## src/rtl/sample_interp_feeder_if.sv

```systemverilog
`default_nettype none
// ============================================================================
// Module   : sample_interp_feeder_if
// Brief    : Sample input handshake and interpolated output bundle.
// Revision : 1.0
// ============================================================================
interface sample_interp_feeder_if #(
    parameter int SIGNALWIDTH = 16
);
    logic [SIGNALWIDTH-1:0] in_data;
    logic                   in_valid;
    logic                   in_ready;
    logic [SIGNALWIDTH-1:0] q;
    logic                   tick;
    logic                   underrun;

    modport master (
        output in_data,
        output in_valid,
        input  in_ready,
        input  q,
        input  tick,
        input  underrun
    );

    modport slave (
        input  in_data,
        input  in_valid,
        output in_ready,
        output q,
        output tick,
        output underrun
    );
endinterface
`default_nettype wire

```

## src/rtl/sample_interp_feeder.sv

```systemverilog
`default_nettype none
// ============================================================================
// Module   : sample_interp_feeder
// Brief    : FIFO-buffered linear interpolator feeding the PWM/sigma-delta DAC.
// Revision : 1.0
// ============================================================================
module sample_interp_feeder #(
    parameter int SIGNALWIDTH = 16,
    parameter int STEPBITS    = 2,
    parameter int TICKLOG2    = 5,
    parameter int FIFOLOG2    = 2
) (
    input  wire logic                  clk,
    input  wire logic                  reset_n,
    sample_interp_feeder_if.slave      bus
);
    localparam int c_depth = 1 << FIFOLOG2;
    localparam int c_accw  = SIGNALWIDTH + STEPBITS;
    localparam int c_dw    = SIGNALWIDTH + 1;

    localparam logic [SIGNALWIDTH-1:0] c_mid       = {1'b1, {(SIGNALWIDTH-1){1'b0}}};
    localparam logic [FIFOLOG2:0]      c_full      = {1'b1, {FIFOLOG2{1'b0}}};
    localparam logic [FIFOLOG2:0]      c_cnt_one   = 1;
    localparam logic [FIFOLOG2-1:0]    c_ptr_one   = 1;
    localparam logic [STEPBITS-1:0]    c_phase_one = 1;
    localparam logic [TICKLOG2-1:0]    c_tick_one  = 1;

    typedef enum logic [1:0] {
        S_PRIME = 2'd0,
        S_HOLD  = 2'd1,
        S_RUN   = 2'd2
    } state_t;

    state_t                   r_state;
    state_t                   w_state_nxt;
    logic [TICKLOG2-1:0]      r_tickcnt;
    logic [SIGNALWIDTH-1:0]   r_mem [c_depth];
    logic [FIFOLOG2-1:0]      r_wr_ptr;
    logic [FIFOLOG2-1:0]      r_rd_ptr;
    logic [FIFOLOG2:0]        r_count;
    logic [FIFOLOG2:0]        w_count_nxt;
    logic                     r_ready;
    logic [c_accw-1:0]        r_acc;
    logic [c_accw-1:0]        w_acc_nxt;
    logic [SIGNALWIDTH-1:0]   r_cur;
    logic [SIGNALWIDTH-1:0]   w_cur_nxt;
    logic [SIGNALWIDTH-1:0]   r_target;
    logic [SIGNALWIDTH-1:0]   w_target_nxt;
    logic signed [c_dw-1:0]   r_delta;
    logic signed [c_dw-1:0]   w_delta_nxt;
    logic [STEPBITS-1:0]      r_phase;
    logic [STEPBITS-1:0]      w_phase_nxt;
    logic                     r_underrun;
    logic                     w_underrun_nxt;

    logic                     w_tick;
    logic                     w_write;
    logic                     w_pop;
    logic                     w_nonempty;
    logic [SIGNALWIDTH-1:0]   w_head;
    logic [c_accw-1:0]        w_delta_ext;

    assign w_tick      = &r_tickcnt;
    assign w_write     = bus.in_valid && r_ready;
    assign w_nonempty  = (r_count != '0);
    assign w_head      = r_mem[r_rd_ptr];
    assign w_delta_ext = c_accw'(r_delta);

    assign bus.in_ready = r_ready;
    assign bus.q        = r_acc[c_accw-1 -: SIGNALWIDTH];
    assign bus.tick     = w_tick;
    assign bus.underrun = r_underrun;

    // Segment sequencing; every transition is gated by the interpolation tick.
    always_comb begin
        w_state_nxt    = r_state;
        w_acc_nxt      = r_acc;
        w_cur_nxt      = r_cur;
        w_target_nxt   = r_target;
        w_delta_nxt    = r_delta;
        w_phase_nxt    = r_phase;
        w_underrun_nxt = 1'b0;
        w_pop          = 1'b0;
        if (w_tick) begin
            case (r_state)
                S_PRIME: begin
                    if (w_nonempty) begin
                        w_pop        = 1'b1;
                        w_cur_nxt    = w_head;
                        w_target_nxt = w_head;
                        w_acc_nxt    = {w_head, {STEPBITS{1'b0}}};
                        w_state_nxt  = S_HOLD;
                    end
                end
                S_HOLD: begin
                    if (w_nonempty) begin
                        w_pop        = 1'b1;
                        w_target_nxt = w_head;
                        w_delta_nxt  = $signed({1'b0, w_head} - {1'b0, r_cur});
                        w_phase_nxt  = '0;
                        w_state_nxt  = S_RUN;
                    end
                end
                S_RUN: begin
                    if (!(&r_phase)) begin
                        w_acc_nxt   = r_acc + w_delta_ext;
                        w_phase_nxt = r_phase + c_phase_one;
                    end else begin
                        // Snap to the endpoint so truncation never accumulates.
                        w_acc_nxt = {r_target, {STEPBITS{1'b0}}};
                        w_cur_nxt = r_target;
                        if (w_nonempty) begin
                            w_pop        = 1'b1;
                            w_target_nxt = w_head;
                            w_delta_nxt  = $signed({1'b0, w_head} - {1'b0, r_target});
                            w_phase_nxt  = '0;
                        end else begin
                            w_underrun_nxt = 1'b1;
                            w_state_nxt    = S_HOLD;
                        end
                    end
                end
                default: w_state_nxt = S_PRIME;
            endcase
        end
    end

    always_comb begin
        w_count_nxt = r_count;
        if (w_write && !w_pop) begin
            w_count_nxt = r_count + c_cnt_one;
        end else if (!w_write && w_pop) begin
            w_count_nxt = r_count - c_cnt_one;
        end
    end

    always_ff @(posedge clk) begin
        if (!reset_n) begin
            r_state    <= S_PRIME;
            r_tickcnt  <= '0;
            r_wr_ptr   <= '0;
            r_rd_ptr   <= '0;
            r_count    <= '0;
            r_ready    <= 1'b0;
            r_acc      <= {c_mid, {STEPBITS{1'b0}}};
            r_cur      <= '0;
            r_target   <= '0;
            r_delta    <= '0;
            r_phase    <= '0;
            r_underrun <= 1'b0;
        end else begin
            r_state    <= w_state_nxt;
            r_tickcnt  <= r_tickcnt + c_tick_one;
            r_count    <= w_count_nxt;
            r_ready    <= (w_count_nxt != c_full);
            r_acc      <= w_acc_nxt;
            r_cur      <= w_cur_nxt;
            r_target   <= w_target_nxt;
            r_delta    <= w_delta_nxt;
            r_phase    <= w_phase_nxt;
            r_underrun <= w_underrun_nxt;
            if (w_write) begin
                r_wr_ptr <= r_wr_ptr + c_ptr_one;
            end
            if (w_pop) begin
                r_rd_ptr <= r_rd_ptr + c_ptr_one;
            end
        end
    end

    // Storage needs no reset: the pointers and count define what is valid.
    always_ff @(posedge clk) begin
        if (w_write) begin
            r_mem[r_wr_ptr] <= bus.in_data;
        end
    end
endmodule
`default_nettype wire

```

## src/flat_wrapper.sv

```systemverilog
// flat-port wrapper written by rule: the top's interface ports become plain ports
module sample_interp_feeder_flat 
#(
    parameter int SIGNALWIDTH = 16,
    parameter int STEPBITS    = 2,
    parameter int TICKLOG2    = 5,
    parameter int FIFOLOG2    = 2
)
  (clk, reset_n, bus_in_data, bus_in_valid, bus_in_ready, bus_q, bus_tick, bus_underrun);
  sample_interp_feeder_if #(.SIGNALWIDTH(SIGNALWIDTH)) bus_i ();
  input  wire logic clk;
  input  wire logic reset_n;
  input wire logic [$bits(bus_i.in_data)-1:0] bus_in_data;
  input wire logic [$bits(bus_i.in_valid)-1:0] bus_in_valid;
  output wire logic [$bits(bus_i.in_ready)-1:0] bus_in_ready;
  output wire logic [$bits(bus_i.q)-1:0] bus_q;
  output wire logic [$bits(bus_i.tick)-1:0] bus_tick;
  output wire logic [$bits(bus_i.underrun)-1:0] bus_underrun;
  assign bus_i.in_data = bus_in_data;
  assign bus_i.in_valid = bus_in_valid;
  assign bus_in_ready = bus_i.in_ready;
  assign bus_q = bus_i.q;
  assign bus_tick = bus_i.tick;
  assign bus_underrun = bus_i.underrun;
  sample_interp_feeder #(.SIGNALWIDTH(SIGNALWIDTH), .STEPBITS(STEPBITS), .TICKLOG2(TICKLOG2), .FIFOLOG2(FIFOLOG2)) u_core (.clk(clk), .reset_n(reset_n), .bus(bus_i));
endmodule
```

## config.mk

```make
export PLATFORM = sky130hd
export DESIGN_NAME = sample_interp_feeder_flat
export DESIGN_NICKNAME = d
export VERILOG_FILES = /design/src/rtl/sample_interp_feeder_if.sv /design/src/rtl/sample_interp_feeder.sv /design/src/flat_wrapper.sv
export SDC_FILE = /design/constraint.sdc
export NUM_CORES = 1
export LEC_CHECK = 0
export CAP_MARGIN = 0
export CORE_ASPECT_RATIO = 2
export CORE_MARGIN = 1.5
export CORE_UTILIZATION = 50
export DETAILED_ROUTE_END_ITERATION = 6
export PLACE_DENSITY_LB_ADDON = 0.05
export REMOVE_ABC_BUFFERS = 1
export SLEW_MARGIN = 40
export SYNTH_ARGS = -nofsm -noshare
export SYNTH_HDL_FRONTEND = slang
export SYNTH_SLANG_ARGS = --single-unit
```

## constraint.sdc

```tcl
create_clock -name clk -period 10.3 [get_ports clk]
set_clock_uncertainty 0.05 [all_clocks]
set_input_delay 2.06 -clock clk [delete_from_list [all_inputs] [get_ports clk]]
set_output_delay 2.06 -clock clk [all_outputs]
set_load 0.02 [all_outputs]
```

## Word-level counts from Yosys, hierarchy flattened

Memories as Yosys holds them, arrays and structs flattened. A register that Yosys moved wholly into a read port is not among the register bits.
Cells that the tools add are included.

- $add $sub $neg: 9
- Equality and inequality tests: 8
- Mux-type cells: 32
- Reductions and logical operators: 20

Operators with widths:

| cell | count |
|---|---|
| 2-to-1 mux 16 bit | 4 |
| case mux 16 bit (2 select lines) | 2 |
| 2-to-1 mux 17 bit | 3 |
| 2-to-1 mux 18 bit | 2 |
| case mux 18 bit (2 select lines) | 1 |
| case mux 17 bit (2 select lines) | 1 |
| subtractor 16 x 16 -> 17 bit | 2 |
| AND reduction 9 bit | 3 |
| adder 18 bit | 1 |
| 2-to-1 mux 2 bit | 8 |
| AND reduction 7 bit | 2 |
| != test 2 x 1 -> 1 bit, second input constant | 4 |
| AND reduction 8 bit | 1 |
| adder 2 x 1 -> 2 bit, second input constant | 3 |
| 2-to-1 mux 1 bit | 6 |
| 2-to-1 mux 3 bit | 2 |
| case mux 2 bit (3 select lines) | 1 |
| AND reduction 6 bit | 1 |
| nonzero test 2 bit | 3 |
| adder 5 x 1 -> 5 bit, second input constant | 1 |
| AND reduction 5 bit | 1 |
| case mux 2 bit (2 select lines) | 1 |
| adder 3 x 1 -> 3 bit, second input constant | 1 |
| logical AND 1 bit | 3 |
| other kinds (11) | 12 |

- Bits in registers: 85
- Bits in writable memories: 64
- Input bits: 19
- Output and inout bits: 19
- Word-level logic and storage cells: 82
- Memories kept: 1

Memories:

| name | words | width | read ports | clocked after memory_dff | wr ports | RTL line | text |
|---|---|---|---|---|---|---|---|
| u_core.r_mem | 4 | 16 | 1 | 1 | 1 | sample_interp_feeder.sv:37 | `logic [SIGNALWIDTH-1:0] r_mem [c_depth];` |

## Logic depth before layout (Yosys ltp)

Gate-level depths: netlist of run 1.

- Word-level depth: 9
- Mapped depth: 16
- Depth with buffers taken out: 13

## Worst setup path after synthesis of run 1

Ideal clock, no wire load.

- Kind: register -> register
- From: reg u_core.r_state[0]
- To: reg u_core.r_delta[12]
- Setup time: 122 ps
- Arrival: 3,226 ps
- Data required time: 10,128 ps
- Slack: 6,902 ps
- Stages on the path, launching flop included: 17
- Buffers on the path: 3
- Clock period less this slack: 3,398 ps
- Cell sequence: dfxtp_1 -> inv_1 -> ha_1 -> buf_2 -> clkbuf_1 -> clkbuf_1 -> nand2_1 -> o21ai_0 -> ha_1 -> inv_1 -> fa_1 -> a21o_1 -> a311oi_2 -> nor3b_1 -> o31ai_4 -> mux2i_1 -> a311o_1

- Word-level cells in the longest chain between the ends: 3
- Elaborated cells between the ends (all ways): 8
- Classes of those cells: 5 x eq/ne; 1 x mux; 2 x reduce/logical

RTL lines:

| element | RTL line | text |
|---|---|---|
| from (decl) | sample_interp_feeder.sv:34 | `state_t r_state;` |
| from (signal assigned) | sample_interp_feeder.sv:152 | `r_state <= w_state_nxt;` |
| equality test 2 bit / equality test 2 x 1 -> 1 bit (equally long branches) | sample_interp_feeder.sv:85 | `case (r_state)` |
| != test 2 x 1 -> 1 bit (no line) / nonzero test 2 bit (equally long branches) | -- |  |
| AND reduction 9 bit (no line) | -- |  |
| to (signal assigned) | sample_interp_feeder.sv:159 | `r_delta <= w_delta_nxt;` |
| to (decl) | sample_interp_feeder.sv:49 | `logic signed [c_dw-1:0] r_delta;` |

Parallel ways exist; a longest one is shown, timed or not.
A chain may end at the register's enable or synchronous reset.

## Worst setup path in the final report of run 1

- From: reg u_core.r_tickcnt[0]
- To: out bus_tick

- Word-level cells in the longest chain between the ends: 1

RTL lines:

| element | RTL line | text |
|---|---|---|
| from (decl) | sample_interp_feeder.sv:36 | `logic [TICKLOG2-1:0] r_tickcnt;` |
| from (signal assigned) | sample_interp_feeder.sv:153 | `r_tickcnt <= r_tickcnt + c_tick_one;` |
| AND reduction 5 bit | sample_interp_feeder.sv:63 | `assign w_tick = &r_tickcnt;` |
| to (decl) | flat_wrapper.sv:17 | `output wire logic [$bits(bus_i.tick)-1:0] bus_tick;` |

No other way between the ends.

==> results of run 1 <==
worst max-delay path, cell delays in order, from the launching register on:
cell and delay, ns:
dfxtp_1 0.40, ha_1 0.26, and3_1 0.18, ha_1 0.18, clkdlybuf4s50_1 0.61
layout by cell type, fill, tap and decap left out, drive strengths merged, types with 19 or more instances in the layout:
cell type / instances
clkbuf: 21
mux2i: 19
nand2: 87
inv: 20
dfxtp: 87
nor2: 51
ha: 47
nand3: 23
clkdlybuf4s50: 37
a31oi: 25
edfxtp: 64
o21ai: 50
a21oi: 47
cell type report:
cell class	instances	area, um^2
Sequential cell	151	3660
Clock inverter	11	133
Clock buffer	21	493
Inverter	17	63.8
Fill cell	1360	6680
Tap cell	201	251
Multi-Input combinational cell	563	3970
Timing Repair Buffer	46	442
how the worst max path moves through the flow:
| stage | startpoint | endpoint | slack (ns) | cells past startpoint |
|---|---|---|---|---|
| after floorplan | u_core.r_state[0] | u_core.r_delta[12] | 6.39 | 11 |
| after global placement | reset_n | u_core.r_delta[12] | 6.07 | 7 |
| after detailed placement | reset_n | u_core.r_delta[12] | 6.07 | 7 |
| after CTS | u_core.r_tickcnt[0] | bus_tick | 6.12 | 4 |
| after global routing | u_core.r_tickcnt[0] | bus_tick | 6.06 | 4 |
| final | u_core.r_tickcnt[0] | bus_tick | 6.14 | 4 |
metal layers:
| layer | wire length (um) | up-vias | share of wire, % |
|---|---|---|---|
| met5 | 0 | - | 0 |
| met4 | 528 | 0 | 2.8 |
| met3 | 664 | 36 | 3.5 |
| met2 | 10300 | 184 | 54 |
| met1 | 7450 | 2966 | 39 |
| li1 | - | 2945 | - |
per-stage QoR:
stage	hold slack (ns)	std cells	setup WS (ns)	utilization [%]
after floorplan	0.380	731	6.39	-
after global placement	0.393	977	6.07	53.3
after detailed placement	0.404	978	6.07	53.4
after CTS	0.413	1010	6.12	57.4
after global routing	0.422	1010	6.06	57.5
final	0.412	1010	6.14	57.5
kinds of logic after synthesis:
| family | Yosys count | share of synthesized area [%] |
|---|---|---|
| muxes | 36 | 7.02 |
| xor gates and xnor gates | 21 | 2.30 |
| DFF | 151 | 45.8 |
| buffers and inverters | 77 | 4.68 |
| AOI/OAI and AO/OA | 226 | 19.0 |
| and+or+nand+nor | 231 | 13.4 |
| adders and majority gates | 49 | 7.85 |
state kept, by name, indices dropped and copies added, names as in the netlist, 3 cells and up, named ones only:
name,flops
u_core.r_delta,17
u_core.r_tickcnt,5
u_core.r_acc,18
u_core.r_cur,16
u_core.r_target,16
u_core.r_count,3
u_core.r_mem,64
report_power, final:
part	internal, W	switching (W)
Sequential	0.000647	0.0000106
Clock	0.000396	0.000252
Combinational	0.0000639	0.0000970
==> metrics.md, run 1 <==
| Metric | Value |
|---|---|
| Setup slack, reg-to-reg | `6.53 ns` |
| Hold Path Origin | `u_core.r_acc[0]` |
| Met3 GRT Util | `under 10%` |
| Placed Instance Area | `8390 um^2` |
| Die height | `about 180 um` |
| Die X | `92.4 um` |
| Yosys cell types | `68` |
| Root Buffer Master | `clkbuf_16` |
| DRT Pass-1 Iters | `5` |
| Peak VDD IR | `0.000140 V` |
| Io pins | `38` |
| Power Total | `roughly 0.0015 W` |
| Top-area cell type share of the netlist area | `between 20% and 30%` |
| Final setup TNS | `0 ns` |
| Status | `finished clean` |
| Number of synthesized flops with an enable pin | `64` |
| Vias in the first global route | `between 6000 and 7000` |
| RSZ-0062 raised after global routing | `false` |
| Hold buffers post-CTS | `0` |
| Die area | `16800 um^2` |
| Setup Viol. Count Final | `0` |
| Worst min-delay path endpoint | `u_core.r_acc[0]` |
| DRT iter0 DRCs | `around 470` |
| Antenna cells | `0` |
| Final Wtd Congestion | `0.955` |
| Antenna violations before repair | `0` |
| Synthesized flop and latch total | `approximately 150` |
| Gr usage total | `between 20% and 30%` |
| Final min period | `4.16 ns` |
| Via count | `~6100` |
| Leak Pwr | `3.40 nW` |
| Top cell type by total area after synthesis | `edfxtp_1` |
| Residual DRC | `0` |
| Worst hold stages | `2` |
| Total CTS buffers | `17` |
| Final hold vios | `0` |
| FF-to-FF End | `u_core.r_delta[15]` |
| Area of the mapped netlist | `between 7000 and 8000 um^2` |
| Mean area per synthesized cell | `slightly above 10 um^2` |
| Startpoint types | `register` |
| Setup CP Type | `reg2out` |
| Largest net degree at the start of global routing | `48` |
| # Max-Cap Violations | `0` |
| Postcts setup bufs | `0` |
| Cells after Synth | `around 790` |
| DR vias/cell | `around 6.1` |
| Period utilization | `40.4%` |
| Worst min path class | `reg2reg` |
| First-pass GRT wire length | `30600 um` |
| Starting density of the core | `51.0%` |
| Resize count post-CTS | `0` |
| CTS tree | `yes` |
| CP Capture Type | `primary output` |
| Max FO, Critical Path | `4` |
| Detail Placement HPWL | `13700 um` |
| Gr ovfl total | `0` |
| Area contributors post-synth | `edfxtp_1 24%, dfxtp_1 22%, ha_1 7.4%` |
| Slew @ Worst Pin | `around 0.71 ns` |
| Slew HR | `between 50% and 60%` |
| Fmax | `0.240 GHz` |
| Clock sink count | `about 150` |
| Synth cell count leaders | `87 x dfxtp_1, 87 x nand2_1, 64 x edfxtp_1` |
| Pwr dens | `roughly 160 nW/um^2` |
| Ys Warns | `0` |
| Slew Limit Fails | `0` |
| Ys async rst share | `0%` |
| Area growth, synth to finish | `12.8%` |
| CP Data Required Time | `a little over 8 ns` |
| H-tree depth | `4` |
| Sequential fraction of the synthesis area | `around 46%` |
| Drt total wl | `18900 um` |
| Clock Tree Buf Depth | `2` |
| Path depth of the worst reg2reg path | `13` |
| # rows | `65` |
| Met1 global-route usage | `26.4%` |
| Port buffer count | `37` |
| Critical Path AT | `between 2 and 2.5 ns` |
| Primary FF master, synth | `dfxtp_1` |
| Average wire per standard cell | `roughly 19 um` |
| Remaining antenna violation count | `0` |
| Worst R2R Start | `u_core.r_state[0]` |
| GRT busiest layer | `met2` |
| Post-route cell area | `roughly 9000 um^2` |
| Routing usage on met2 | `between 40% and 50%` |
| Clk_lat worst skew | `0.42 ns` |
| Core footprint | `about 16000 um^2` |
| Nets | `around 860` |
| Clk pin slew, worst setup/hold paths | `about 0.060 ns` |
| Layout cells sized above 1 | `9.15%` |
(Power assumes the default switching activity.)
==> inputs of run 2 (changes only) <==
- clock period: 10.3 -> 4.35 ns (I/O delays scaled with it)
==> metrics.md, run 2 (same netlist as run 1, synthesis figures left out) <==
| Metric | Value |
|---|---|
| Worst min-delay path endpoint | `u_core.r_delta[3] (was u_core.r_acc[0])` |
| Most frequent cells in the layout | `87 x dfxtp_1, 85 x nand2_1, 64 x edfxtp_1 (unchanged)` |
| Vias in the first global route | `6191 (was 6155)` |
| Dpl ws | `0.714 ns (was 6.07 ns)` |
| FF-to-FF End | `u_core.r_delta[14] (was u_core.r_delta[15])` |
| Setup Viol. Count Final | `0 (unchanged)` |
| Fmax | `0.274 GHz` |
| Setup ws final | `0.697 ns (was 6.14 ns)` |
| Clk_lat worst skew | `0.42 ns (about the same)` |
| Via count | `6077 (was 6131)` |
| Final min period | `3.65 ns` |
| Port buffer count | `37 (unchanged)` |
| Residual DRC | `0 (unchanged)` |
| Period utilization | `between 80% and 90%` |
| Total CTS buffers | `17 (unchanged)` |
| Pwr dens | `374 nW/um^2 (was 163 nW/um^2)` |
| Root Buffer Master | `clkbuf_16 (unchanged)` |
| Gr ovfl total | `0 (unchanged)` |
| Leak Pwr | `3.35 nW (was 3.40 nW)` |
| Slew @ Worst Pin | `0.834 ns (was 0.710 ns)` |
| Gr usage total | `23.7% (was 23.5%)` |
| Slew Limit Fails | `0 (unchanged)` |
| Final hold vios | `0 (unchanged)` |
| Average wire per standard cell | `18.7 um (about the same)` |
| DR vias/cell | `6.01 (was 6.07)` |
| Detail Placement HPWL | `13900 um (was 13700 um)` |
| DRT Pass-1 Iters | `5 (unchanged)` |
| Power Total | `0.00335 W (was 0.00147 W)` |
| Largest regs | `u_core.r_mem (64), u_core.r_acc (18), u_core.r_delta (17) (unchanged)` |
| Core footprint | `15700 um^2 (unchanged)` |
| Antenna violations before repair | `0 (unchanged)` |
| Starting density of the core | `51.0% (unchanged)` |
| # rows | `65 (unchanged)` |
| Drt total wl | `18900 um (about the same)` |
| First-pass GRT wire length | `30700 um (was 30600 um)` |
| Antenna cells | `0 (unchanged)` |
| H-tree depth | `4 (unchanged)` |
| CP Capture Type | `register (was primary output)` |
| Slew HR | `44.4% (was 52.6%)` |
| Worst min path class | `reg2reg (unchanged)` |
| CP Data Required Time | `4.59 ns (was 8.19 ns)` |
| Area growth, synth to finish | `12.0% (was 12.8%)` |
| Remaining antenna violation count | `0 (unchanged)` |
| Nets | `865 (was 864)` |
| Worst hold stages | `2 (unchanged)` |
| Fillers | `1370 (was 1360)` |
| Max FO, Critical Path | `21 (was 4)` |
| Layout cells sized above 1 | `8.77% (was 9.15%)` |
| Peak VDD IR | `0.000441 V (was 0.000140 V)` |
| Max reg flops | `64 (unchanged)` |
| Register area | `3660 um^2 (unchanged)` |
| Hold buffers post-CTS | `0 (unchanged)` |
| Startpoint types | `register (unchanged)` |
| Path depth of the worst reg2reg path | `12 (was 13)` |
| Hold Path Origin | `u_core.r_delta[3] (was u_core.r_acc[0])` |
| Most flop-heavy register | `u_core.r_mem (unchanged)` |
| CTS tree | `yes (unchanged)` |
| DRT iter0 DRCs | `382 (was 466)` |
| Worst R2R Start | `u_core.r_state[0] (unchanged)` |
| Area of the multi-input gates | `3970 um^2 (about the same)` |
| Setup CP Type | `reg2reg (was reg2out)` |
| Largest net degree at the start of global routing | `33 (was 48)` |
| Critical Path AT | `3.90 ns (was 2.05 ns)` |
| Postcts setup bufs | `0 (unchanged)` |
| Resize count post-CTS | `0 (unchanged)` |
| Status | `finished clean (unchanged)` |
| Hold slack | `0.406 ns (was 0.412 ns)` |
| Clock sink count | `151 (unchanged)` |
| Clk pin slew, worst setup/hold paths | `0.06 ns (about the same)` |
| RSZ-0062 raised after global routing | `false (unchanged)` |
| Die X | `92.4 um (unchanged)` |
| Final Wtd Congestion | `0.941 (was 0.955)` |
| Io pins | `38 (unchanged)` |
| # Max-Cap Violations | `0 (unchanged)` |
| Die height | `182 um (unchanged)` |
| Setup slack, reg-to-reg | `0.70 ns (was 6.53 ns)` |
| Commonest non-fill, non-tap cell in the layout | `dfxtp_1 (unchanged)` |
| Final setup TNS | `0 ns (unchanged)` |
| Die area | `16800 um^2 (unchanged)` |
| Clock Tree Buf Depth | `2 (unchanged)` |
[run 2: where the power goes]
part	total [W]	switching, W	leakage (nW)	internal, W
Combinational	0.000380	0.000230	1.82	0.000150
Sequential	0.00156	0.0000244	1.28	0.00153
Clock	0.00141	0.000576	0.255	0.000834
Total	0.00335	0.000830	3.35	0.00252
[run 2: stage by stage]
step	instance area [um^2]	std cells	util (%)
global placement	8390	979	53.4
detailed placement	8390	979	53.5
CTS	8960	1011	57.1
global route	8960	1011	57.1
floorplan	7690	731	-
finish	8960	1011	57.1
[run 2: area by class of cell]
class,count,share of cell area (%)
timing repair buffer,47,4.97
clock inverter,14,1.48
tap,201,2.81
clock buffer,18,4.79
multi-input combinational,563,44.3
inverter,17,0.712
sequential,151,40.9
[run 2: metal layers]
metal  track usage [%]  part of all wire [%]  up-vias
li1                  -                     -     2942
met1              25.4                    38     2913
met2              43.2                    53      170
met3              3.98                   3.9       52
met4              12.7                   4.7        0
met5                 0                     0        -
[run 2: how the worst max path moves through the flow]
stage / from / end / slack (ns) / cells past startpoint
2_1_floorplan: u_core.r_state[0] / u_core.r_delta[12] / 0.44 / 11
3_3_place_gp: u_core.r_state[0] / u_core.r_delta[14] / 0.84 / 12
3_5_place_dp: u_core.r_state[0] / u_core.r_delta[14] / 0.71 / 12
4_1_cts: u_core.r_state[0] / u_core.r_delta[14] / 0.70 / 12
5_1_grt: u_core.r_state[0] / u_core.r_delta[14] / 0.41 / 12
6_report: u_core.r_state[0] / u_core.r_delta[14] / 0.70 / 12
[run 2: worst max-delay path: stages (launching register included)]
cell and delay (ns):
dfxtp_1 0.33, inv_1 0.10, ha_1 0.45, clkinv_1 0.46
buf_4 0.35, a21boi_0 0.20, ha_1 0.32, a21oi_1 0.14
o21ai_0 0.19, and3_1 0.28, or4_1 0.46, nand3_1 0.10
a21oi_1 0.07
==> inputs of run 3 (changes only) <==
- clock period: 4.35 -> 3.1 ns (I/O delays scaled with it)
==> metrics.md, run 3 (same netlist as run 1, synthesis figures left out) <==
| Metric | Value |
|---|---|
| Most flop-heavy register | `u_core.r_mem (unchanged)` |
| Worst hold stages | `2 (unchanged)` |
| Setup slack, reg-to-reg | `0.07 ns (was 0.70 ns)` |
| Die X | `92.4 um (unchanged)` |
| Peak VDD IR | `0.000468 V (was 0.000441 V)` |
| Fmax | `0.330 GHz (was 0.274 GHz)` |
| Final Wtd Congestion | `0.939 (was 0.941)` |
| CTS tree | `yes (unchanged)` |
| H-tree depth | `4 (unchanged)` |
| Average wire per standard cell | `18.6 um (was 18.7 um)` |
| Leak Pwr | `3.59 nW (was 3.35 nW)` |
| Clock Tree Buf Depth | `2 (unchanged)` |
| Root Buffer Master | `clkbuf_16 (unchanged)` |
| DR vias/cell | `5.94 (was 6.01)` |
| Total CTS buffers | `17 (unchanged)` |
| Io pins | `38 (unchanged)` |
| Power Total | `0.00483 W (was 0.00335 W)` |
| Gr usage total | `24.7% (was 23.7%)` |
| Final min period | `3.03 ns (was 3.65 ns)` |
| Clk pin slew, worst setup/hold paths | `0.07 ns (was 0.06 ns)` |
| Gr ovfl total | `0 (unchanged)` |
| Die height | `182 um (unchanged)` |
| DRT iter0 DRCs | `230 (was 382)` |
| Slew @ Worst Pin | `0.630 ns (was 0.834 ns)` |
| Commonest non-fill, non-tap cell in the layout | `nand2_1 (was dfxtp_1)` |
| Remaining antenna violation count | `0 (unchanged)` |
| Nets | `903 (was 865)` |
| Status | `finished clean (unchanged)` |
| Clk_lat worst skew | `0.42 ns (about the same)` |
| CP Capture Type | `register (unchanged)` |
| RSZ-0062 raised after global routing | `true (was false)` |
| Slew HR | `58.0% (was 44.4%)` |
| Path depth of the worst reg2reg path | `12 (unchanged)` |
| CP Data Required Time | `3.35 ns (was 4.59 ns)` |
| Final hold vios | `0 (unchanged)` |
| Crit path capture | `u_core.r_delta[14] (unchanged)` |
| Via count | `6231 (was 6077)` |
| Critical Path AT | `3.28 ns (was 3.90 ns)` |
| Largest net degree at the start of global routing | `51 (was 33)` |
| Area growth, synth to finish | `16.8% (was 12.0%)` |
| Die area | `16800 um^2 (unchanged)` |
| Startpoint types | `register (unchanged)` |
| Clock sink count | `151 (unchanged)` |
| Max reg flops | `64 (unchanged)` |
| Most frequent cells in the layout | `87 x nand2_1, 86 x dfxtp_1, 64 x edfxtp_1 (was 87 x dfxtp_1, 85 x nand2_1, 64 x edfxtp_1)` |
| First-pass GRT wire length | `32200 um (was 30700 um)` |
| Setup Viol. Count Final | `0 (unchanged)` |
| Period utilization | `97.8% (was 84.0%)` |
| Vias in the first global route | `6512 (was 6191)` |
| Final setup TNS | `0 ns (unchanged)` |
| Detail Placement HPWL | `14300 um (was 13900 um)` |
| Worst min path class | `reg2reg (unchanged)` |
| FF-to-FF End | `u_core.r_delta[14] (unchanged)` |
| Port buffer count | `37 (unchanged)` |
| Core footprint | `15700 um^2 (unchanged)` |
| Starting density of the core | `51.0% (unchanged)` |
| # rows | `65 (unchanged)` |
| Placed Instance Area | `8710 um^2 (was 8390 um^2)` |
| Finished Layout Cells | `1049 (was 1011)` |
| Residual DRC | `0 (unchanged)` |
| Dpl ws | `-0.0593 ns (was 0.714 ns)` |
| # Max-Cap Violations | `0 (unchanged)` |
| DRT Pass-1 Iters | `7 (was 5)` |
| Drt total wl | `19500 um (was 18900 um)` |
| Slew Limit Fails | `0 (unchanged)` |
| Postcts setup bufs | `0 (unchanged)` |
| Antenna cells | `0 (unchanged)` |
| Largest regs | `u_core.r_mem (64), u_core.r_acc (18), u_core.r_delta (17) (unchanged)` |
| Setup CP Type | `reg2reg (unchanged)` |
| Layout cells sized above 1 | `13.7% (was 8.77%)` |
| Pwr dens | `517 nW/um^2 (was 374 nW/um^2)` |
| Max FO, Critical Path | `2 (was 21)` |
| Hold buffers post-CTS | `0 (unchanged)` |
| Placed cells | `1017 (was 979)` |
| Post-route cell area | `9340 um^2 (was 8960 um^2)` |
| Setup ws final | `0.0677 ns (was 0.697 ns)` |
| Antenna violations before repair | `0 (unchanged)` |
-- run 3: worst max-delay path, cell delays in order, from the launching register on --
cell,delay (ns)
dfxtp_2,0.35
mux4_2,0.52
inv_2,0.08
ha_2,0.16
inv_1,0.05
fa_2,0.34
a21o_1,0.20
a311oi_2,0.37
buf_4,0.18
nor3_1,0.05
or4_1,0.41
nand3_1,0.10
a21oi_1,0.06
-- run 3: area by class of cell --
type	count	area [um^2]
clock buffer	20	468
clock inverter	12	130
fill	1340	6350
inverter	17	63.8
multi-input combinational	563	3990
sequential	151	3660
tap	201	251
timing repair buffer	85	772
-- run 3: worst min-delay path by stage --
stage,from,to,slack [ns]
2_1_floorplan,u_core.r_tickcnt[0],u_core.r_tickcnt[0],0.38
3_3_place_gp,u_core.r_delta[4],u_core.r_delta[4],0.40
3_5_place_dp,u_core.r_phase[1],u_core.r_phase[1],0.40
4_1_cts,u_core.r_phase[1],u_core.r_phase[1],0.41
5_1_grt,u_core.r_delta[3],u_core.r_delta[3],0.43
6_report,u_core.r_acc[0],u_core.r_acc[0],0.41
-- run 3: routing by layer --
metal | vias up | global-route usage [%] | part of all wire, % | routed length (um)
met5 | - | 0 | 0 | 0
met2 | 138 | 46.1 | 55 | 10600
met4 | 0 | 12.2 | 3.2 | 625
li1 | 3020 | - | - | -
met1 | 3026 | 25.9 | 39 | 7590
met3 | 47 | 4.36 | 3.3 | 639
-- run 3: report_power, final --
part	leakage (nW)	total (W)	switching [W]	internal [W]
Combinational	2.01	0.000577	0.000331	0.000245
Clock	0.296	0.00207	0.000866	0.00120
Sequential	1.28	0.00218	0.0000356	0.00215
Total	3.59	0.00483	0.00123	0.00360
-- run 3: through the flow --
step,hold WS [ns],utilization [%]
2_1_floorplan,0.380,-
3_3_place_gp,0.398,55.5
3_5_place_dp,0.403,55.5
4_1_cts,0.411,59.4
5_1_grt,0.430,59.5
6_report,0.415,59.5
-- run 3: repair_timing --
action / 4_1_cts / 5_1_grt
pin swaps: 1 / 2
setup endpoints to repair: 4 / 7
resized for setup: 4 / 11
